==> src/rtl/sdram_bus_arbiter.sv <==
// rtl/sdram_bus_arbiter.sv - SDRAM command bus arbiter with auto-refresh sequencing
//
// Shares one SDRAM command/address/bank bus between a read engine and a
// write engine. When the refresh interval expires, the arbiter waits for the
// owning engine to park, then issues PRECHARGE-all and AUTO REFRESH itself.
// T_RP and T_RFC are expected to be at least 1.

module sdram_bus_arbiter #(
  parameter int         REFRESH_INTERVAL = 780,
  parameter int         T_RP             = 2,
  parameter int         T_RFC            = 7,
  parameter logic [2:0] CMD_NOP          = 3'b111,
  parameter logic [2:0] CMD_PRE          = 3'b010,
  parameter logic [2:0] CMD_AR           = 3'b001
) (
  input  logic        clk,
  input  logic        rst,
  input  logic        rd_request,
  input  logic        wr_request,
  input  logic        rd_idle,
  input  logic        wr_idle,
  input  logic [2:0]  rd_command,
  input  logic [11:0] rd_address,
  input  logic [1:0]  rd_bank,
  input  logic [2:0]  wr_command,
  input  logic [11:0] wr_address,
  input  logic [1:0]  wr_bank,
  output logic        rd_enable,
  output logic        wr_enable,
  output logic        auto_refresh,
  output logic [2:0]  sdram_command,
  output logic [11:0] sdram_address,
  output logic [1:0]  sdram_bank,
  output logic        refresh_busy,
  output logic        refresh_overrun
);

  // Refresh counter holds 0..REFRESH_INTERVAL-1.
  localparam int TW       = (REFRESH_INTERVAL > 2) ? $clog2(REFRESH_INTERVAL) : 1;
  // Wait counter holds 0..max(T_RP,T_RFC)-1.
  localparam int WAIT_MAX = (T_RP > T_RFC) ? T_RP : T_RFC;
  localparam int WW       = (WAIT_MAX > 2) ? $clog2(WAIT_MAX) : 1;

  localparam logic [TW-1:0] REFRESH_RELOAD = TW'(REFRESH_INTERVAL - 1);
  // Wait counters count down to zero inclusive, so load one less than the NOP count.
  localparam logic [WW-1:0] RP_LOAD        = WW'((T_RP  > 0) ? T_RP  - 1 : 0);
  localparam logic [WW-1:0] RFC_LOAD       = WW'((T_RFC > 0) ? T_RFC - 1 : 0);
  // A10 high selects all banks for PRECHARGE.
  localparam logic [11:0]   PRE_ALL_ADDR   = 12'h400;

  typedef enum logic [2:0] {
    ST_IDLE,
    ST_READ,
    ST_WRITE,
    ST_PRE,
    ST_PRE_WAIT,
    ST_AR,
    ST_AR_WAIT
  } state_t;

  state_t          state_q, state_d;
  logic            last_grant_wr_q, last_grant_wr_d;
  logic [TW-1:0]   refresh_cnt_q, refresh_cnt_d;
  logic            refresh_pending_q, refresh_pending_d;
  logic            refresh_overrun_q, refresh_overrun_d;
  logic [WW-1:0]   wait_cnt_q, wait_cnt_d;
  logic            rd_enable_q, rd_enable_d;
  logic            wr_enable_q, wr_enable_d;

  logic            refresh_expire;
  logic            refresh_clear;

  // State and datapath registers; reset parks everything and reloads the timer.
  always_ff @(posedge clk or negedge rst) begin
    if (!rst) begin
      state_q           <= ST_IDLE;
      last_grant_wr_q   <= 1'b1;
      refresh_cnt_q     <= REFRESH_RELOAD;
      refresh_pending_q <= 1'b0;
      refresh_overrun_q <= 1'b0;
      wait_cnt_q        <= '0;
      rd_enable_q       <= 1'b0;
      wr_enable_q       <= 1'b0;
    end else begin
      state_q           <= state_d;
      last_grant_wr_q   <= last_grant_wr_d;
      refresh_cnt_q     <= refresh_cnt_d;
      refresh_pending_q <= refresh_pending_d;
      refresh_overrun_q <= refresh_overrun_d;
      wait_cnt_q        <= wait_cnt_d;
      rd_enable_q       <= rd_enable_d;
      wr_enable_q       <= wr_enable_d;
    end
  end

  // Free-running refresh interval timer; a new expiry beats a same-cycle clear.
  always_comb begin
    refresh_expire    = (refresh_cnt_q == '0);
    refresh_cnt_d     = refresh_expire ? REFRESH_RELOAD : (refresh_cnt_q - TW'(1));
    refresh_pending_d = refresh_expire | (refresh_pending_q & ~refresh_clear);
    refresh_overrun_d = refresh_expire & refresh_pending_q;
  end

  // Grant and refresh sequencing; enables stay held through refresh so the engine keeps its context.
  always_comb begin
    state_d         = state_q;
    last_grant_wr_d = last_grant_wr_q;
    wait_cnt_d      = wait_cnt_q;
    rd_enable_d     = rd_enable_q;
    wr_enable_d     = wr_enable_q;
    refresh_clear   = 1'b0;

    case (state_q)
      ST_IDLE: begin
        if (refresh_pending_q) begin
          if (rd_idle && wr_idle) begin
            state_d = ST_PRE;
          end
        end else if (rd_request && wr_request) begin
          if (last_grant_wr_q) begin
            state_d         = ST_READ;
            rd_enable_d     = 1'b1;
            last_grant_wr_d = 1'b0;
          end else begin
            state_d         = ST_WRITE;
            wr_enable_d     = 1'b1;
            last_grant_wr_d = 1'b1;
          end
        end else if (rd_request) begin
          state_d         = ST_READ;
          rd_enable_d     = 1'b1;
          last_grant_wr_d = 1'b0;
        end else if (wr_request) begin
          state_d         = ST_WRITE;
          wr_enable_d     = 1'b1;
          last_grant_wr_d = 1'b1;
        end
      end

      ST_READ: begin
        if (refresh_pending_q && rd_idle) begin
          state_d = ST_PRE;
        end else if (!rd_request && rd_idle) begin
          state_d     = ST_IDLE;
          rd_enable_d = 1'b0;
        end
      end

      ST_WRITE: begin
        if (refresh_pending_q && wr_idle) begin
          state_d = ST_PRE;
        end else if (!wr_request && wr_idle) begin
          state_d     = ST_IDLE;
          wr_enable_d = 1'b0;
        end
      end

      ST_PRE: begin
        state_d    = ST_PRE_WAIT;
        wait_cnt_d = RP_LOAD;
      end

      ST_PRE_WAIT: begin
        if (wait_cnt_q == '0) begin
          state_d = ST_AR;
        end else begin
          wait_cnt_d = wait_cnt_q - WW'(1);
        end
      end

      ST_AR: begin
        state_d    = ST_AR_WAIT;
        wait_cnt_d = RFC_LOAD;
      end

      ST_AR_WAIT: begin
        if (wait_cnt_q != '0) begin
          wait_cnt_d = wait_cnt_q - WW'(1);
        end else begin
          refresh_clear = 1'b1;
          if (rd_enable_q && rd_request) begin
            state_d = ST_READ;
          end else if (wr_enable_q && wr_request) begin
            state_d = ST_WRITE;
          end else begin
            state_d     = ST_IDLE;
            rd_enable_d = 1'b0;
            wr_enable_d = 1'b0;
          end
        end
      end

      default: begin
        state_d     = ST_IDLE;
        rd_enable_d = 1'b0;
        wr_enable_d = 1'b0;
      end
    endcase
  end

  // Zero-latency bus mux: the granted engine drives the pins directly, refresh states drive decoded commands.
  always_comb begin
    sdram_command = CMD_NOP;
    sdram_address = '0;
    sdram_bank    = '0;
    refresh_busy  = 1'b0;

    case (state_q)
      ST_READ: begin
        sdram_command = rd_command;
        sdram_address = rd_address;
        sdram_bank    = rd_bank;
      end
      ST_WRITE: begin
        sdram_command = wr_command;
        sdram_address = wr_address;
        sdram_bank    = wr_bank;
      end
      ST_PRE: begin
        sdram_command = CMD_PRE;
        sdram_address = PRE_ALL_ADDR;
        refresh_busy  = 1'b1;
      end
      ST_AR: begin
        sdram_command = CMD_AR;
        refresh_busy  = 1'b1;
      end
      ST_PRE_WAIT, ST_AR_WAIT: begin
        refresh_busy  = 1'b1;
      end
      default: begin
        sdram_command = CMD_NOP;
      end
    endcase
  end

  assign rd_enable       = rd_enable_q;
  assign wr_enable       = wr_enable_q;
  assign auto_refresh    = refresh_pending_q;
  assign refresh_overrun = refresh_overrun_q;

endmodule
==> config.mk <==
export PLATFORM = sky130hd
export DESIGN_NAME = sdram_bus_arbiter
export DESIGN_NICKNAME = d
export VERILOG_FILES = /design/src/rtl/sdram_bus_arbiter.sv
export SDC_FILE = /design/constraint.sdc
export NUM_CORES = 1
export LEC_CHECK = 0
export BUFFER_PORTS_ARGS = -buffer_cell sky130_fd_sc_hd__buf_2
export CORE_AREA = 2 2 57 59
export CTS_CLUSTER_SIZE = 28
export DETAILED_ROUTE_END_ITERATION = 8
export DIE_AREA = 0 0 59 61
export MAX_ROUTING_LAYER = met4
export PLACE_DENSITY_LB_ADDON = 0.25
export SYNTH_ARGS = -nofsm -noshare
export SYNTH_HDL_FRONTEND = slang
export SYNTH_SLANG_ARGS = --single-unit
==> constraint.sdc <==
create_clock -name clk -period 2.5 [get_ports clk]
set_input_delay 0.25 -clock clk [delete_from_list [all_inputs] [get_ports clk]]
set_output_delay 0.25 -clock clk [all_outputs]
set_load 0.05 [all_outputs]
==> metrics.txt <==
Max-Slew Margin vs Limit=68.3%; required time of the critical path=2250 ps; final setup violation count=0; Leak Pwr=0.927 nW; Synth Flop Type=dfrtp_1; sequential cell area=534 sq um; Post-Syn Nets=219; die width=59 microns; final net count=282; synthesized area per cell=8.44 sq um; Worst Path Arrival=2010 ps; Area Overhead vs Synth=25.2%; Least-Margin Pin Slew=476 ps; unrepaired setup endpoints after global routing=false; Routed WL=3690 microns; Setup CP Type=reg2out; design area=0.00185 sq mm; outcome=completed; ant diodes=0; Final Hold Fails=0; Pwr Density=1160 mW/mm^2; Worst setup EP type=primary output; largest net degree at the start of global routing=22; routed vias/inst=5.69; Post-CTS Setup Inserts=0; MaxCap Viol Count=0; Ports=62; via count=1536; placed cell area=0.00181 sq mm; leading post-synthesis cells by cell area=dfrtp_1 (25%), dfstp_2 (11%), a22o_1 (7.7%); DRT iter0 DRCs=81; most frequent cells in the layout=buf_2 (61), nand2_1 (23), nor2_1 (16), dfrtp_1 (14), a22o_1 (13); H-tree depth=1; crit start category=register; Max FO, Critical Path=11; worst-path cell chain=inv_2, ha_1, and3_1, a22o_1, buf_2; Post-synth EDFFs=0; Seq/Total Area, Yosys=36.1%; yosys warns=0; ys async rst share=100%; synthesized instance count=175; most area-hungry cell type in the Yosys netlist=dfrtp_1; Skew-Pair Late Insertion Delay=310 ps; DIE AREA=0.00360 sq mm; Seq cells post-synth=21; Final Cycle Share=90.4%; WHS=264 ps; area of the multi-input gates=870 sq um; commonest non-fill, non-tap cell in the layout=buf_2; HP Class=in2reg; Initial DRT Pass Iterations=5; Detail Placement HPWL=2880 microns; Distinct cells, synth=48; FP Rows=20; die height=61 microns; antenna viol nets, final=0; Wirelength per Cell=13.7 microns; CTS sink cnt=21; fill count=272; Starting Density=50.0%; CTS clk-pin slew, worst paths=120 ps; fin. max-slew vios=0; Crit path largest cell delay=450 ps; Remaining Overflow, GRT=0; final setup TNS=0 ps; first-pass GRT wire length=5860 microns; DRC=0; number of port buffers=61; Tmin final=2260 ps; VDD IR max=0.706 mV; fraction of layout cells with a size suffix above 1=36.7%; synthesized area=0.00148 sq mm; gr usage total=21.8%; TritonCTS clock tree=done; Longest Clk Path Bufs=2; area fraction of the dominant cell type after synthesis=25.4%; vias in the first global route=1314; number of CTS-inserted buffers=3; initial antenna violation count=0; Fmax=442 MHz; clk_skew=7.45 ps; Core Region=0.00295 sq mm; Root Driver=clkbuf_4; Crit-path slowest cell=dfrtp_1; GP Congestion=0.908
area by class of cell:
| cell class | count | area share (%) |
|---|---|---|
| inverter | 10 | 2.03 |
| sequential | 21 | 28.9 |
| timing repair buffer | 65 | 18.3 |
| clock inverter | 1 | 0.271 |
| multi-input combinational | 137 | 47.1 |
| tap | 33 | 2.23 |
| clock buffer | 3 | 1.22 |
power breakdown:
| part | internal (W) | switching [W] |
|---|---|---|
| Combinational | 0.000476 | 0.000939 |
| Sequential | 0.000429 | 0.000132 |
| Clock | 0.0000597 | 0.000108 |
| Total | 0.000965 | 0.00118 |
cells by family after synthesis:
family	after synthesis	share of synthesized area [%]
buffers and inverters	17	5.00
flip-flops	21	36.1
XOR/XNOR	5	2.97
adder cells (fa/ha/maj)	4	3.39
AO/OA/AOI/OAI	57	27.9
AND/OR/NAND/NOR	70	23.9
multiplexers	1	0.763
repair_timing:
item,CTS,global route
hold buffers,1,0
endpoints found under the hold margin,15,0
setup endpoints to repair,0,4
gates resized for setup,0,1
flip-flops by register name, summed over array words and instances (netlist names):
| name | count |
|---|---|
| refresh_cnt_q | 10 |
| state_q | 3 |
| wait_cnt_q | 3 |
| auto_refresh | 1 |
| last_grant_wr_q | 1 |
| rd_enable | 1 |
| refresh_overrun | 1 |
| wr_enable | 1 |
per-stage QoR:
stage	cells	setup WS, ps	total power [W]	util [%]
finish	270	239	0.00214	62.6
global placement	265	556	0.00196	61.3
CTS	270	128	0.00215	62.5
detailed placement	265	486	0.00197	61.3
global route	270	68.0	0.00231	62.6
floorplan	175	419	0.00166	-
routing by layer:
| metal | vias up | part of all wire, % | GRT usage (%) |
|---|---|---|---|
| met5 | - | 0 | - |
| met4 | 0 | 0.38 | 2.27 |
| met3 | 2 | 6.0 | 3.84 |
| met2 | 67 | 48 | 35.4 |
| met1 | 706 | 45 | 29.6 |
| li1 | 761 | - | - |
worst paths after layout:
kind                                       startpoint                     endpoint  slack [ps]  cells past startpoint
max                            state_q[2]$_DFFE_PN0P_             sdram_address[0]         240                      5
min                                        wr_request  last_grant_wr_q$_DFFE_PN1P_         260                      3
max reg2reg                    state_q[0]$_DFFE_PN0P_        rd_enable$_DFFE_PN0P_         650                      5
min reg2reg                refresh_cnt_q[8]$_DFF_PN1_   refresh_cnt_q[8]$_DFF_PN1_         480                      2
max in group asynchronous                         rst   refresh_cnt_q[0]$_DFF_PN1_        1730                      2
min in group asynchronous                         rst   refresh_cnt_q[6]$_DFF_PN0_         420                      2
synthesized netlist by cell type (2+ instances only):
library cell   n
a31oi_1        5
nor3_1         4
inv_2          3
nor2b_1        3
a21oi_1       12
xnor2_1        4
or2_2          2
buf_2          4
inv_1          7
ha_1           4
nand2b_1       4
dfstp_2        6
nand3_1        7
nand3b_1       2
o21ai_0        8
a22oi_1        2
nand2_1       23
dfrtp_1       15
nor2_1        16
a22o_1        13
nor3_2         3
a41oi_1        2
worst max-delay path: cells and delay by family, from the launching register on:
kind / cells / cell delay, ps
flip-flops: 1 / 450
AND/OR/NAND/NOR: 1 / 390
buffers and inverters: 2 / 440
AO/OA/AOI/OAI: 1 / 220
adder cells (fa/ha/maj): 1 / 210
Note: power is estimated with default switching activity, not from simulation.
